<file path="src/rtl/traffic_phase_sched.sv">
// rtl/traffic_phase_sched.sv - two-street traffic light phase scheduler (Moore FSM)
// Optional pedestrian walk phase is built when TL_PED_PHASE_EN is defined.
module traffic_phase_sched #(
  parameter int GREEN_MIN = 4,
  parameter int GREEN_MAX = 16,
  parameter int YELLOW_T  = 2,
  parameter int ALLRED_T  = 1,
  parameter int WALK_T    = 6
) (
  input  logic       clk,
  input  logic       reset,
  input  logic       tick,
  input  logic       a,
  input  logic       b,
  input  logic       ped_req,
  output logic [2:0] La,
  output logic [2:0] Lb,
  output logic       ped_walk,
  output logic [2:0] phase
);

  localparam logic [2:0] A_GRN = 3'd0;
  localparam logic [2:0] A_YEL = 3'd1;
  localparam logic [2:0] AR1   = 3'd2;
  localparam logic [2:0] B_GRN = 3'd3;
  localparam logic [2:0] B_YEL = 3'd4;
  localparam logic [2:0] AR2   = 3'd5;
  localparam logic [2:0] PED   = 3'd6;

  localparam logic [2:0] LAMP_GRN = 3'b110;
  localparam logic [2:0] LAMP_YEL = 3'b100;
  localparam logic [2:0] LAMP_RED = 3'b111;

  localparam logic [7:0] GMIN_M1 = 8'(GREEN_MIN - 1);
  localparam logic [7:0] GMAX_M1 = 8'(GREEN_MAX - 1);
  localparam logic [7:0] YEL_M1  = 8'(YELLOW_T - 1);
  localparam logic [7:0] AR_M1   = 8'(ALLRED_T - 1);

  logic [2:0] state_q, state_d;
  logic [7:0] timer_q, timer_d;
  logic       a_exit, b_exit;

  // A green may end once the minimum has elapsed and either its street is empty or the maximum is hit.
  assign a_exit = (timer_q >= GMIN_M1) && (!a || (timer_q == GMAX_M1));
  assign b_exit = (timer_q >= GMIN_M1) && (!b || (timer_q == GMAX_M1));

`ifdef TL_PED_PHASE_EN
  localparam logic [7:0] WALK_M1 = 8'(WALK_T - 1);
  logic ped_pend_q, ped_pend_d;

  always_ff @(posedge clk or posedge reset) begin
    if (reset) ped_pend_q <= 1'b0;
    else       ped_pend_q <= ped_pend_d;
  end

  // A new request in the same clk as the grant keeps the flag set for the next cycle.
  always_comb begin
    ped_pend_d = ped_req | (ped_pend_q & ~((state_q == AR2) && (state_d == PED)));
  end
`else
  logic unused_ped_req;
  assign unused_ped_req = ped_req;
`endif

  always_ff @(posedge clk or posedge reset) begin
    if (reset) begin
      state_q <= A_GRN;
      timer_q <= 8'd0;
    end else begin
      state_q <= state_d;
      timer_q <= timer_d;
    end
  end

  always_comb begin
    state_d = state_q;
    case (state_q)
      A_GRN: if (tick && a_exit)              state_d = A_YEL;
      A_YEL: if (tick && (timer_q == YEL_M1)) state_d = AR1;
      AR1:   if (tick && (timer_q == AR_M1))  state_d = B_GRN;
      B_GRN: if (tick && b_exit)              state_d = B_YEL;
      B_YEL: if (tick && (timer_q == YEL_M1)) state_d = AR2;
`ifdef TL_PED_PHASE_EN
      AR2:   if (tick && (timer_q == AR_M1))  state_d = ped_pend_q ? PED : A_GRN;
      PED:   if (tick && (timer_q == WALK_M1)) state_d = A_GRN;
`else
      AR2:   if (tick && (timer_q == AR_M1))  state_d = A_GRN;
`endif
      default:                                state_d = A_GRN;
    endcase

    if (state_d != state_q) timer_d = 8'd0;
    else if (tick)          timer_d = timer_q + 8'd1;
    else                    timer_d = timer_q;
  end

  always_comb begin
    La       = LAMP_RED;
    Lb       = LAMP_RED;
    ped_walk = 1'b0;
    phase    = state_q;
    case (state_q)
      A_GRN: La = LAMP_GRN;
      A_YEL: La = LAMP_YEL;
      B_GRN: Lb = LAMP_GRN;
      B_YEL: Lb = LAMP_YEL;
`ifdef TL_PED_PHASE_EN
      PED:   ped_walk = 1'b1;
`endif
      default: ;
    endcase
  end

endmodule
</file>
<file path="config.mk">
export PLATFORM = sky130hd
export DESIGN_NAME = traffic_phase_sched
export DESIGN_NICKNAME = d
export VERILOG_FILES = /design/src/rtl/traffic_phase_sched.sv
export SDC_FILE = /design/constraint.sdc
export NUM_CORES = 1
export LEC_CHECK = 0
export CAP_MARGIN = 20
export CELL_PAD_IN_SITES_DETAIL_PLACEMENT = 1
export CELL_PAD_IN_SITES_GLOBAL_PLACEMENT = 1
export CORE_MARGIN = 5
export CORE_UTILIZATION = 39
export DETAILED_ROUTE_END_ITERATION = 8
export PLACE_DENSITY_LB_ADDON = 0.2
export SLEW_MARGIN = 20
export SYNTH_ARGS = -nofsm -noshare
export SYNTH_HDL_FRONTEND = slang
export SYNTH_SLANG_ARGS = --single-unit
</file>
<file path="constraint.sdc">
create_clock -name clk -period 2.5 [get_ports clk]
set_input_delay 0.5 -clock clk [delete_from_list [all_inputs] [get_ports clk]]
set_output_delay 0.5 -clock clk [all_outputs]
set_load 0.05 [all_outputs]
</file>
* Word-level counts from Yosys, hierarchy flattened
Index checks and enable logic that the tools add are counted.
** Storage, ports and cells
- Register bits :: 11
** Cells by class
- Add/sub/neg operators :: 1
- Magnitude comparators :: 1
- Equality and inequality tests :: 8
- Multiplexer cells :: 11
- Reduce and logical (&&, ||, !) cells :: 13
** Operators by type and width (number)
- two-way mux 3 bit :: 6
- one-hot mux 3 bit (6 select lines) :: 1
- two-way mux 8 bit :: 2
- adder 8 x 1 -> 8 bit, second input constant :: 1
- equality test 8 x 1 -> 1 bit, second input constant :: 1
- equality test 8 x 4 -> 1 bit, second input constant :: 1
- greater-or-equal comparator 8 x 2 -> 1 bit, second input constant :: 1
- logical NOT 8 bit :: 1
- one-hot mux 2 bit (2 select lines) :: 2
- equality test 3 x 2 -> 1 bit, second input constant :: 2
- equality test 3 bit, second input constant :: 2
- logical AND 1 bit :: 6
- equality test 3 x 1 -> 1 bit, second input constant :: 1
- logical NOT 3 bit :: 1
- inequality test 3 bit :: 1
- logical NOT 1 bit :: 2
- logical OR 1 bit :: 2
- nonzero test 2 bit :: 1

* Logic depth before layout (Yosys ltp)
Gate-level depths: netlist of the first run.
- Depth after elaboration :: 8
- Mapped depth :: 7
- Depth with buffers taken out :: 6

* Least setup slack after synthesis of the first run
OpenSTA, ideal clock, no wires.
- Path kind :: flip-flop to output port
- Start :: reg state_q[1] (netlist: phase[1])
- End :: out Lb[0]
- Arrival :: 1963 ps
- Setup slack :: 37 ps
- Cell stages (with the launch flop) :: 5
- Buffers on the path :: 1
- Path through :: dfrtp_1 > clkbuf_1 > inv_1 > nand2_1 > and2_1
** On the way
- Cells in the longest elaborated chain, start to end :: 2
- Elaborated cells between the ends (all ways) :: 3
** Ends and longest elaborated chain
- from (decl) :: RTL line 39 : logic [2:0] state_q, state_d;
- from (signal assigned) :: RTL line 70 : state_q <= state_d;
- equality test 3 bit / equality test 3 x 2 -> 1 bit (equally long branches) :: RTL line 102 : case (state_q)
- one-hot mux 2 bit (2 select lines) * :: RTL line 102
- to (decl) :: RTL line 17 : output logic [2:0] Lb,
Mark *: on every way between the ends. The rest lies on a longest branch, timed or not.

* Worst setup path after layout of the first run
- Start :: reg state_q[2] (netlist: phase[2])
- End :: out La[0]
** On the way
- Cells in the longest elaborated chain, start to end :: 2
- Elaborated cells between the ends (all ways) :: 3
** Ends and longest elaborated chain
- equality test 3 x 1 -> 1 bit / logical NOT 3 bit (equally long branches) :: RTL line 102
- one-hot mux 2 bit (2 select lines) * :: RTL line 102
- to (decl) :: RTL line 16 : output logic [2:0] La,
Marks and branches as above.

==> impl_metrics.env, run 1 <==
export IMPL_cap_violations=0
export IMPL_n_antenna_cell=0
export IMPL_gp_congestion=0.718
export IMPL_dp_cells=147
export IMPL_nets=131
export IMPL_core_um2=2430
export IMPL_layout_commonest_cell="dfrtp_1"
export IMPL_hold_viol_final=0
export IMPL_rr_endpoint="phase[0]"
export IMPL_finish_utilization_pct=46.7
export IMPL_final_cell_mix="11 x dfrtp_1, 10 x clkdlybuf4s50_1, 9 x nand2_1, 8 x o32ai_1, 6 x buf_4"
export IMPL_fin_skew_ns=0.00302
export IMPL_use_met1_pct=23.1
export IMPL_slew_headroom_pct=64.9
export IMPL_rr_worst_depth=5
export IMPL_path_delay_family="buffers and inverters"
export IMPL_crit_path_start_kind="flip-flop"
export IMPL_htreeDepth=1
export IMPL_slew_violations=0
export IMPL_crit_chain="buf_4 -> or2_2 -> clkdlybuf4s50_1"
export IMPL_grt_usage_pct=16.6
export IMPL_first_pass_iters=4
export IMPL_synthCells=109
export IMPL_crit_start="phase[2]"
export IMPL_power_mw=1.45
export IMPL_design_area_um2=1140
export IMPL_vias_per_cell=5.97
export IMPL_avgSynthCellArea_um2=9.01
export IMPL_combPwrFrac_pct=67.7
export IMPL_ir_drop_mv=0.585
export IMPL_area_growth_pct=15.7
export IMPL_cts_tree="built"
export IMPL_grt_max_degree=15
export IMPL_synth_area_um2=982
export IMPL_cts_buffers=3
export IMPL_clk_pin_slew_ns=0.08
export IMPL_cp_arrival_ns=1.88
export IMPL_antenna_found_initial=0
export IMPL_fill_cells=297
export IMPL_final_layout_size_suffix_gt1_share_pct=15.7
export IMPL_grt_pass1_wl_um=4500
export IMPL_yosysWarnings=0
export IMPL_ant_nets=0
export IMPL_min_period_over_period_pct=95.3
export IMPL_overflow=0
export IMPL_status="complete, no violations"
export IMPL_power_frac_clock_pct=8.8
export IMPL_p_seq_share_pct=23.5
export IMPL_grt_pass1_vias=942
export IMPL_vias=902
export IMPL_io_pins=16
export IMPL_ys_async_sr_fraction_pct=100
export IMPL_synth_distinct_cells=44
export IMPL_seq_area_frac_synth_pct=28.0
export IMPL_hold_path_class="input port to async pin"
export IMPL_drt_iter0_markers=32
export IMPL_fin_tns_setup_ns=0
export IMPL_switching_share_pct=52.6
export IMPL_synth_top_flop_cell="dfrtp_1"
export IMPL_rows=18
export IMPL_use_met2_pct=24.8
export IMPL_layout_setup_ws_ns=0.117
export IMPL_hpwlAfterDp_um=1950
export IMPL_drcViolationCount=0
export IMPL_worstPathRequired_ns=2.00
export IMPL_wl_per_cell_um=17.7
export IMPL_p_int_mw=0.689
export IMPL_power_switching_mw=0.763
export IMPL_holdWs_ns=0.546
export IMPL_worst_path_max_fanout=6
export IMPL_rr_startpoint="timer_q[0]"
export IMPL_fmax_mhz=420
export IMPL_post_cts_setup_buffer_count=0
export IMPL_p_leak_nw=0.458
export IMPL_setup_viol=0
export IMPL_initial_core_util_pct=40.4
export IMPL_cts_sinks=11
export IMPL_cts_root_buf="clkbuf_4"
export IMPL_grt_use_met3_pct=3.02
export IMPL_critical_path_buf_inv_count=2
export IMPL_clock_path_buffers=2
export IMPL_cp_slowest_cell="clkdlybuf4s50_1"
export IMPL_path_class="flip-flop to output port"
export IMPL_rsz0062_at_grt="false"
export IMPL_synth_edf_count=0
export IMPL_busiest_layer="met2"
export IMPL_final_cells=151
export IMPL_tightest_slew_ns=0.526
export IMPL_critPathCaptureType="output port"
export IMPL_synth_seq_cells=11
export IMPL_period_needed_ns=2.38
export IMPL_die_width_um=60.2
export IMPL_power_density_nw_per_um2=1280
export IMPL_die_area_um2=3620
export IMPL_routed_wl_um=2680
export IMPL_die_y_um=60.2
export IMPL_numPortBuffers=11
export IMPL_r2r_setup_slack_ns=0.43
export IMPL_dpl_instance_area_um2=1110
export IMPL_max_stage_delay_ns=0.70
export IMPL_place_ws_ns=0.230
export IMPL_clk_latency_ns=0.27
-- worst reg2reg max path: cells and delay by family (launching register included) --
family	cells	cell delay (ns)
compound gates	3	0.90
fa+ha+maj	1	0.30
flops	1	0.47
simple gates	1	0.29
-- cells in the mapped netlist, types with 2 or more instances --
cell type / count / share of area [%]
buf_6: 2 / 2.3
conb_1: 2 / 0.76
nor2b_1: 3 / 1.9
ha_1: 3 / 3.8
nor3_1: 3 / 1.5
o22ai_1: 3 / 1.9
a31oi_1: 2 / 1.3
nor2_1: 5 / 1.9
buf_4: 4 / 3.1
mux2i_1: 2 / 2.0
nand3_1: 3 / 1.5
inv_1: 4 / 1.5
and3_2: 3 / 2.3
o32ai_1: 8 / 7.1
a211o_1: 2 / 1.8
nand2_1: 9 / 3.4
o21bai_1: 5 / 3.8
o21a_1: 2 / 1.5
or2_2: 2 / 1.3
buf_2: 3 / 1.5
nand4_1: 4 / 2.5
xor2_1: 3 / 2.7
dfrtp_1: 11 / 28
-- state kept, by name, summed over array words and instances (netlist names) --
register,cells
phase,3
timer_q,8
-- how the worst max path moves through the flow --
stage	to	cells after the start	slack, ns
2_1_floorplan	Lb[0]	4	0.04
3_3_place_gp	phase[0]	5	0.28
3_5_place_dp	phase[0]	5	0.23
4_1_cts	Lb[0]	5	0.05
5_1_grt	La[0]	3	0.07
6_report	La[0]	3	0.12
-- per-layer routing --
layer / vias up / routed length, um
met1: 447 / 1300
met5: - / 0
met2: 16 / 1250
met3: 4 / 116
met4: 0 / 19
li1: 435 / -
-- power by group through the flow --
stage / logic, mW / registers, mW / clock network (mW)
2_1_floorplan: 0.681 / 0.365 / 0
6_report: 0.983 / 0.342 / 0.128
3_5_place_dp: 0.985 / 0.345 / 0
4_1_cts: 0.988 / 0.342 / 0.131
5_1_grt: 1.07 / 0.360 / 0.135
3_3_place_gp: 0.948 / 0.338 / 0
-- logic make-up (layout without fill, tap and decap cells) --
kind of cell	Yosys count	after routing	share of synthesized area [%]
buf+inv	14	25	8.79
simple gates	41	41	25.2
compound gates	31	31	26.6
flops	11	11	28.0
mux	3	3	3.18
fa+ha+maj	3	3	3.82
other cells	2	3	0.765
xor+xnor	4	4	3.57
-- cell type report --
cell class,count,area (um2),area share [%]
repair buffers,17,158,13.9
multi-input cells,85,624,55.0
clock buffers,4,26.3,2.31
inverters,4,15.0,1.32
flip-flops and latches,11,275,24.2
well taps,30,37.5,3.30
-- timing repair --
| action | 4_1_cts | 5_1_grt |
|---|---|---|
| hold buffers | 0 | 0 |
| gates resized for setup | 0 | 1 |
| endpoints found under the setup margin | 0 | 1 |
No activity file was read; power rests on OpenSTA's default activity.
==> inputs of run 2 (changes only) <==
--- a/config.mk
+++ b/config.mk
@@ -11,7 +11,8 @@
 export CORE_MARGIN = 5
 export CORE_UTILIZATION = 39
 export DETAILED_ROUTE_END_ITERATION = 8
-export PLACE_DENSITY_LB_ADDON = 0.2
+export HOLD_SLACK_MARGIN = 0.02
+export PLACE_DENSITY = 0.8
 export SLEW_MARGIN = 20
 export SYNTH_ARGS = -nofsm -noshare
 export SYNTH_HDL_FRONTEND = slang
==> run 2 against run 1 <==
  * Die area unchanged
  * Non-clock buffer count fell by 2
  * Utilization down 0.57 points
  * Largest cell class unchanged
  * Highest routed layer unchanged
==> impl_metrics.env, run 2 (same netlist as run 1, synthesis figures left out) <==
export IMPL_status="complete, no violations"
export IMPL_antenna_found_initial=0
export IMPL_dp_cells=145
export IMPL_drt_iter0_markers=27
export IMPL_max_stage_delay_ns=0.70
export IMPL_tightest_slew_ns=0.541
export IMPL_critical_path_buf_inv_count=1
export IMPL_post_cts_setup_buffer_count=0
export IMPL_vias_per_cell=6.06
export IMPL_io_pins=16
export IMPL_slew_headroom_pct=63.9
export IMPL_crit_path_start_kind="flip-flop"
export IMPL_rows=18
export IMPL_n_antenna_cell=0
export IMPL_p_leak_nw=0.452
export IMPL_wl_met2_um=1270
export IMPL_cts_buffers=3
export IMPL_rr_endpoint="phase[0]"
export IMPL_min_period_over_period_pct=94.4
export IMPL_first_pass_iters=4
export IMPL_wl_per_cell_um=17.5
export IMPL_p_int_mw=0.670
export IMPL_ant_nets=0
export IMPL_numPortBuffers=11
export IMPL_highest_layer="met4"
export IMPL_die_width_um=60.2
export IMPL_design_area_um2=1120
export IMPL_multiInputGateArea_um2=624
export IMPL_finish_utilization_pct=46.1
export IMPL_fin_tns_setup_ns=0
export IMPL_cts_sinks=11
export IMPL_rr_startpoint="timer_q[0]"
export IMPL_dpl_instance_area_um2=1090
export IMPL_cap_violations=0
export IMPL_initial_core_util_pct=40.4
export IMPL_rsz0062_at_grt="false"
export IMPL_seqCellArea_um2=275
export IMPL_routed_wl_um=2610
export IMPL_clock_path_buffers=2
export IMPL_regMostFlops="timer_q"
export IMPL_critPathCaptureType="output port"
export IMPL_crit_chain="or2_2 -> clkdlybuf4s50_1"
export IMPL_rr_worst_depth=6
export IMPL_hold_viol_final=0
export IMPL_ir_drop_mv=0.565
export IMPL_fill_cells=300
export IMPL_power_frac_clock_pct=8.6
export IMPL_worstSetupPathDepth=2
export IMPL_path_delay_family="buffers and inverters"
export IMPL_die_area_um2=3620
export IMPL_crit_start="phase[1]"
export IMPL_switching_share_pct=53.0
export IMPL_die_y_um=60.2
export IMPL_nets=129
export IMPL_clk_latency_ns=0.27
export IMPL_cp_arrival_ns=1.86
export IMPL_area_growth_pct=14.3
export IMPL_p_seq_share_pct=25.1
export IMPL_layout_commonest_cell="dfrtp_1"
export IMPL_final_cell_mix="11 x dfrtp_1, 9 x nand2_1, 8 x o32ai_1, 8 x clkdlybuf4s50_1"
export IMPL_gp_congestion=0.795
export IMPL_htreeDepth=1
export IMPL_overflow=0
export IMPL_path_class="flip-flop to output port"
export IMPL_grt_pass1_vias=982
export IMPL_power_density_nw_per_um2=1270
export IMPL_combPwrFrac_pct=66.3
export IMPL_fin_skew_ns=0.00562
export IMPL_slew_violations=0
export IMPL_final_layout_size_suffix_gt1_share_pct=16.0
export IMPL_largest_reg_flops=8
export IMPL_cp_slowest_cell="clkdlybuf4s50_1"
export IMPL_hpwlAfterDp_um=1980
export IMPL_grt_usage_pct=17.0
export IMPL_hold_path_class="input port to async pin"
export IMPL_cts_root_buf="clkbuf_4"
export IMPL_clk_pin_slew_ns=0.07
export IMPL_period_needed_ns=2.36
export IMPL_wl_met1_um=1200
export IMPL_power_switching_mw=0.755
export IMPL_crit_path_end="La[0]"
export IMPL_cts_tree="built"
export IMPL_drcViolationCount=0
export IMPL_grt_max_degree=15
export IMPL_vias=903
export IMPL_final_cells=149
export IMPL_core_um2=2430
export IMPL_wl_met3_um=107
export IMPL_r2r_setup_slack_ns=0.41
export IMPL_grt_pass1_wl_um=4560
export IMPL_worst_path_max_fanout=12
export IMPL_worstPathRequired_ns=2.00
export IMPL_setup_viol=0
export IMPL_holdWs_ns=0.521
export IMPL_fmax_mhz=424
run 2: cell type report:
class	instances	share of cell area, %
Clock buffer	3	2.01
Clock inverter	1	0.446
Inverter	4	1.34
Multi-Input combinational cell	85	55.6
Sequential cell	11	24.5
Tap cell	30	3.34
Timing Repair Buffer	15	12.7
run 2: per-layer routing:
layer	vias up	GRT usage [%]
li1	434	-
met1	448	19.9
met2	15	28.9
met3	6	4.75
met4	0	6.96
met5	-	0
run 2: power by group through the flow:
stage | clock network (mW) | registers [mW] | logic (mW)
after floorplan | 0 | 0.365 | 0.681
after global placement | 0 | 0.355 | 0.904
after detailed placement | 0 | 0.360 | 0.949
after CTS | 0.128 | 0.356 | 0.952
after global routing | 0.145 | 0.370 | 1.02
final | 0.122 | 0.358 | 0.945
run 2: worst min-delay path by stage:
stage	cells past startpoint	endpoint
global placement	2	phase[1]
finish	2	timer_q[2]
detailed placement	1	phase[1]
floorplan	1	phase[0]
CTS	2	timer_q[2]
global route	2	timer_q[5]
run 2: through the flow:
stage | setup WS (ns) | power, mW
CTS | 0.0746 | 1.44
detailed placement | 0.226 | 1.31
floorplan | 0.0368 | 1.05
global route | 0.0542 | 1.54
global placement | 0.333 | 1.26
finish | 0.139 | 1.42
run 2: timing repair:
action / 4_1_cts / 5_1_grt
resized for setup: 0 / 2
setup endpoints to repair: 0 / 2
hold endpoints to repair: 0 / 0
hold buffers: 0 / 0
